[src/rtl/sipo_frame_rx.sv]
// Serial-to-parallel frame receiver: start bit, WIDTH data bits LSB-first, optional even
// parity, stop bit; delivers words through a one-deep valid/ready buffer with sticky error flags.
module sipo_frame_rx #(
  parameter int WIDTH     = 8,
  parameter int PARITY_EN = 1
) (
  input  logic             clk,
  input  logic             rst,
  input  logic             s_in,
  output logic [WIDTH-1:0] p_out,
  output logic             p_valid,
  input  logic             p_ready,
  output logic             frame_err,
  output logic             par_err,
  output logic             overrun,
  input  logic             err_clr
);
  localparam logic [1:0] IDLE   = 2'd0;
  localparam logic [1:0] DATA   = 2'd1;
  localparam logic [1:0] PARITY = 2'd2;
  localparam logic [1:0] STOP   = 2'd3;
  localparam int         CW     = $clog2(WIDTH);
  localparam logic [CW-1:0] LAST = CW'(WIDTH - 1);

  logic [1:0]       state;
  logic [CW-1:0]    cnt;
  logic [WIDTH-1:0] shreg;
  logic             par_bad;
  logic             stop_edge, consume, good, load, fe_set, pe_set, ov_set;

  always_comb begin
    stop_edge = (state == STOP);
    consume   = p_valid & p_ready;
    fe_set    = stop_edge & s_in;
    pe_set    = stop_edge & ~s_in & par_bad;
    good      = stop_edge & ~s_in & ~par_bad;
    // A consume on the stop edge frees the buffer for the new word in the same cycle.
    load      = good & (~p_valid | consume);
    ov_set    = good & p_valid & ~p_ready;
  end

  always_ff @(posedge clk or negedge rst) begin
    if (!rst) begin
      state   <= IDLE;
      cnt     <= '0;
      shreg   <= '0;
      par_bad <= 1'b0;
    end else begin
      case (state)
        IDLE: if (s_in) begin
          state   <= DATA;
          cnt     <= '0;
          par_bad <= 1'b0;
        end
        DATA: begin
          // Shifting right places the first (LSB) bit at bit 0 after WIDTH shifts.
          shreg <= {s_in, shreg[WIDTH-1:1]};
          cnt   <= cnt + CW'(1);
          if (cnt == LAST) state <= (PARITY_EN != 0) ? PARITY : STOP;
        end
        PARITY: begin
          par_bad <= s_in ^ (^shreg);
          state   <= STOP;
        end
        default: state <= IDLE;
      endcase
    end
  end

  always_ff @(posedge clk or negedge rst) begin
    if (!rst) begin
      p_out     <= '0;
      p_valid   <= 1'b0;
      frame_err <= 1'b0;
      par_err   <= 1'b0;
      overrun   <= 1'b0;
    end else begin
      if (load) begin
        p_out   <= shreg;
        p_valid <= 1'b1;
      end else if (consume) begin
        p_valid <= 1'b0;
      end
      frame_err <= fe_set | (frame_err & ~err_clr);
      par_err   <= pe_set | (par_err & ~err_clr);
      overrun   <= ov_set | (overrun & ~err_clr);
    end
  end
endmodule

[config.mk]
export PLATFORM = sky130hd
export DESIGN_NAME = sipo_frame_rx
export DESIGN_NICKNAME = d
export VERILOG_FILES = /design/src/rtl/sipo_frame_rx.sv
export SDC_FILE = /design/constraint.sdc
export NUM_CORES = 1
export LEC_CHECK = 0
export CORE_MARGIN = 2
export CORE_UTILIZATION = 52
export DETAILED_ROUTE_END_ITERATION = 7
export HOLD_SLACK_MARGIN = 0.05
export PLACE_DENSITY = 0.83
export SKIP_LAST_GASP = 1
export SLEW_MARGIN = 20
export SYNTH_ARGS = -nofsm -noshare
export SYNTH_HDL_FRONTEND = slang
export SYNTH_SLANG_ARGS = --single-unit
[constraint.sdc]
create_clock -name clk -period 1.6 [get_ports clk]
set_input_delay 0.24 -clock clk [delete_from_list [all_inputs] [get_ports clk]]
set_output_delay 0.24 -clock clk [all_outputs]
set_load 0.1 [all_outputs]
==> reports/results.ini, run 1 <==
[grt]
grt_pass1_wl_um=3780
grt_max_degree=27
grt_pass1_vias=850
antenna_found_initial=0
grt-ovfl-total=0
track_usage_pct=19.4

[status]
status=completed

[synthesis]
yosysWarningCount=0
syn_inst=93
synth-async-reset-ratio_pct=100
netlist_area_mm2=0.00118
ys_seq_area_share_pct=55.2
syn_nets=104
ys_ff_latch=26
synthFlopType=dfrtp_1
synth_top_area_share_pct=55.2
synth_largest_area_cell=dfrtp_1
synth_cell_types=19
synth_edf_count=0
synth.avg_cell_area_um2=12.7
synthTopCellsByArea=dfrtp_1, mux2_2, ha_1

[place]
post-dp-hpwl_um=1570
place.gp.congestion=0.747
portBuffers=16
place_ws_ns=0.0176

[route]
dr.pass1.iters=4
wire_per_inst_um=14.3
ant_nets=0
drc=0
vias=798
routed_wl_um=2140
drtIter0Drc=9
vias_per_cell=5.32

[critical_path]
critPathLaunchType=register
worstPathArrival_ns=1.73
setup.worst_path.end_class=register
crit_path_max_fanout=2
worstSetupPathType=register to register
required_ns=1.82

[floorplanning]
fp.dieW_um=51.6
initial_core_util_pct=54.3
coreArea_mm2=0.00217
rows=17
die_h_um=51.6
io_pins=17
dieArea_mm2=0.00266

[sta]
finalSetupViolCount=0
setup_ws_ns=0.0944
min_period_over_period_pct=94.1
timing.final.hold_violations=0
worst_pin_slew_ns=0.331
tns_ns=0
slew_violations=0
rsz0062_at_grt=false
final.min_clock_period_ns=1.51
max_freq_mhz=664
relSlewSlack_pct=77.9
finClkSkew_ns=0.0102

[clock_network]
cts-root-buf=clkbuf_4
htree_levels=1
clk_path_buf_depth=2
path_clk_slew_ns=0.14
cts_tree=done
clock_sink_count=26
clk_latency_ns=0.33
cts_inserted_buffers=3

[finish]
drive_gt1_share_pct=36.1
nets=134
final_common_cell=dfrtp_1
antenna_cells=0
syn_to_final_growth_pct=35.4
final_cell_mix=dfrtp_1, mux2_2, buf_12, buf_4

[run]
cap_viol_max_count=0

[min_path]
hp-class=input port to async pin

[logic make-up (layout without fill, tap and decap cells)]
logic type / Yosys count / after routing / synth area share [%]
XOR/XNOR: 7 / 7 / 5.20
AND/OR/NAND/NOR: 20 / 20 / 8.81
AO/OA/AOI/OAI: 10 / 10 / 5.84
flip-flops: 26 / 26 / 55.2
multiplexers: 17 / 17 / 16.2
adder cells (fa/ha/maj): 6 / 6 / 6.37
buffers and inverters: 7 / 36 / 2.33
[flip-flops by register name, summed over array words and instances, names as in the netlist]
| name | cells |
|---|---|
| p_out | 8 |
| shreg | 8 |
| par_bad | 1 |
| par_err | 1 |
| frame_err | 1 |
| state | 2 |
| p_valid | 1 |
| overrun | 1 |
| cnt | 3 |
[routing by layer]
layer	part of all wire, %	track usage [%]
met1	44	21.7
met4	1.6	6.58
met2	51	35.9
met3	3.6	4.31
met5	0	0
[synthesized netlist by cell type (3+ instances only)]
cell	number
dfrtp_1	26
ha_1	6
inv_1	5
mux2_2	17
nand2_1	7
nor2_1	3
nor2b_1	3
o21ai_0	5
xnor2_1	7
[area by class of cell]
| cell class | count | area [µm²] |
|---|---|---|
| Clock buffer | 4 | 26.3 |
| Inverter | 5 | 18.8 |
| Fill cell | 156 | 574 |
| Timing Repair Buffer | 27 | 363 |
| Tap cell | 28 | 35.0 |
| Sequential cell | 26 | 652 |
| Multi-Input combinational cell | 60 | 500 |
[repair_timing]
| action | CTS | global route |
|---|---|---|
| setup buffers | 0 | 2 |
| setup endpoints to repair | 0 | 2 |
| hold buffers | 0 | 0 |
| resized for setup | 0 | 0 |
[stage by stage]
step	std cells	util (%)	instance area [µm²]	hold WS [ns]
3_5_place_dp	144	71.6	1550	0.494
2_1_floorplan	93	-	1180	-0.0556
6_report	150	73.5	1600	0.271
4_1_cts	148	72.8	1580	0.288
5_1_grt	150	73.5	1600	0.296
3_3_place_gp	144	71.6	1550	0.480
[worst paths after layout]
path                         from  endpoint  slack, ns  cells after the start
max                        cnt[0]  state[0]       0.09                      7
min                           rst   overrun       0.27                      2
max reg2reg                cnt[0]  state[0]       0.09                      7
min reg2reg                cnt[1]    cnt[1]       0.52                      1
max in group asynchronous     rst   p_valid       1.07                      2
min in group clk           cnt[1]    cnt[1]       0.52                      1
[worst max-delay path, cell delays in order (launching register included)]
cell     delay, ns
dfrtp_1       0.41
ha_1          0.20
ha_1          0.17
nor2b_1       0.14
nor2_1        0.05
nand2_1       0.06
o21ai_0       0.08
a221o_1       0.29
Power of run 1 is left out: the tool's default activity adds up to more than one toggle a clock period on the data nets, which glitch-free logic cannot reach.
==> run 2, diff against run 1 <==
--- a/config.mk
+++ b/config.mk
@@ -6,10 +6,10 @@
 export NUM_CORES = 1
 export LEC_CHECK = 0
 export CORE_MARGIN = 2
-export CORE_UTILIZATION = 52
+export CORE_UTILIZATION = 51
 export DETAILED_ROUTE_END_ITERATION = 7
 export HOLD_SLACK_MARGIN = 0.05
-export PLACE_DENSITY = 0.83
+export PLACE_DENSITY = 0.82
 export SKIP_LAST_GASP = 1
 export SLEW_MARGIN = 20
 export SYNTH_ARGS = -nofsm -noshare
==> reports/results.ini, run 2 (synthesized netlist as in run 1, its figures left out) <==
[status]
status=completed

[floorplanning]
io_pins=17
fp.dieW_um=52.1
die_h_um=52.1
initial_core_util_pct=53.8
rows=17
coreArea_mm2=0.00219
dieArea_mm2=0.00271

[grt]
grt_pass1_vias=843
track_usage_pct=18.5
grt-ovfl-total=0
grt_pass1_wl_um=3620
grt_max_degree=27
antenna_found_initial=0

[critical_path]
crit_path_max_fanout=4
setup.worst_path.end_class=register
startpoint=state[0]
max_stage_delay_ns=0.43
reg2reg_from=state[0]
slowest_stage=dfrtp_1
crit_chain=ha_1 -> nor2b_2 -> buf_4 -> nor2b_1 -> mux2_2
worstPathArrival_ns=1.73
required_ns=1.81
critPathTopFamily=flip-flops
critPathLaunchType=register
worst-path-buf-inv=1
worstSetupPathType=register to register

[finish]
regArea_um2=652
drive_gt1_share_pct=37.7
final_common_cell=dfrtp_1
multi_input_area_um2=503
fill_cells=153
syn_to_final_growth_pct=36.4
antenna_cells=0
stdcell_area_mm2=0.00161
final_cell_mix=dfrtp_1, mux2_2, buf_12, buf_4
top_regs=p_out (8), shreg (8), cnt (3)
nets=134

[clock_network]
clk_latency_ns=0.31
clk_path_buf_depth=2
path_clk_slew_ns=0.13
clock_sink_count=26
cts_tree=done
htree_levels=1
cts_inserted_buffers=3
cts-root-buf=clkbuf_4

[sta]
rsz0062_at_grt=true
relSlewSlack_pct=76.3
final.min_clock_period_ns=1.52
slew_violations=0
max_freq_mhz=660
finalSetupViolCount=0
worst_pin_slew_ns=0.351
timing.final.hold_violations=0
finClkSkew_ns=0.00263
min_period_over_period_pct=94.7

[place]
post-dp-hpwl_um=1550
place.gp.congestion=0.728
portBuffers=16
place_area_mm2=0.00155

[route]
vias_per_cell=5.15
drtIter0Drc=5
dr.pass1.iters=3
vias=772
routed_wl_um=2030
drc=0
ant_nets=0
wire_per_inst_um=13.6

[min_path]
hp-class=input port to async pin

[run]
cap_viol_max_count=0

==> run 2: changes by cell type in the layout (fill, tap and decap cells not counted) <==
cell      delta
clkbuf_1     -1
clkbuf_8     +1
nor2b_1      -1
nor2b_2      +1
==> run 2: stage by stage <==
stage	util [%]	setup TNS [ns]	hold WS (ns)	instances	setup WS, ns
6_report	73.4	0	0.288	150	0.0843
5_1_grt	73.4	-0.00312	0.283	150	-0.00215
4_1_cts	72.2	0	0.297	147	0.0620
3_5_place_dp	70.6	-0.252	0.502	143	-0.0359
3_3_place_gp	70.6	0	0.481	143	0.0160
2_1_floorplan	-	0	-0.0556	93	0.0461
==> run 2: cell type report <==
cell class	instances	area share (%)
clock buffers	4	2.26
inverters	5	1.17
multi-input cells	60	31.3
flip-flops and latches	26	40.5
well taps	28	2.18
repair buffers	27	22.6
==> run 2: final timing paths <==
kind                            end  cells after the start  slack, ns
max in group asynchronous   p_valid                      2       1.06
min in group clk             cnt[2]                      1       0.53
hold / removal              overrun                      2       0.29
setup reg to reg           state[1]                      5       0.08
setup / recovery           state[1]                      5       0.08
hold reg to reg              cnt[2]                      1       0.53
==> run 2: repair_timing <==
| item | 4_1_cts | 5_1_grt |
|---|---|---|
| setup endpoints to repair | 0 | 2 |
| hold buffers | 0 | 0 |
| buffers inserted | 0 | 3 |
| gates resized for setup | 0 | 1 |
==> run 2: layer usage <==
metal | global-route usage [%] | vias to the layer above | wire, µm
li1 | - | 377 | -
met1 | 21.2 | 379 | 872
met2 | 33.1 | 14 | 1070
met3 | 4.60 | 2 | 73
met4 | 6.58 | 0 | 16
met5 | 0 | - | 0
Power of run 2 is left out for the same reason.
==> run 3, diff against run 2 <==
--- a/config.mk
+++ b/config.mk
@@ -5,6 +5,7 @@
 export SDC_FILE = /design/constraint.sdc
 export NUM_CORES = 1
 export LEC_CHECK = 0
+export CAP_MARGIN = 40
 export CORE_MARGIN = 2
 export CORE_UTILIZATION = 51
 export DETAILED_ROUTE_END_ITERATION = 7
==> results of run 3 <==
Final layout, timing and power as in run 2 (identical DEF).
Power of run 3 is left out for the same reason.
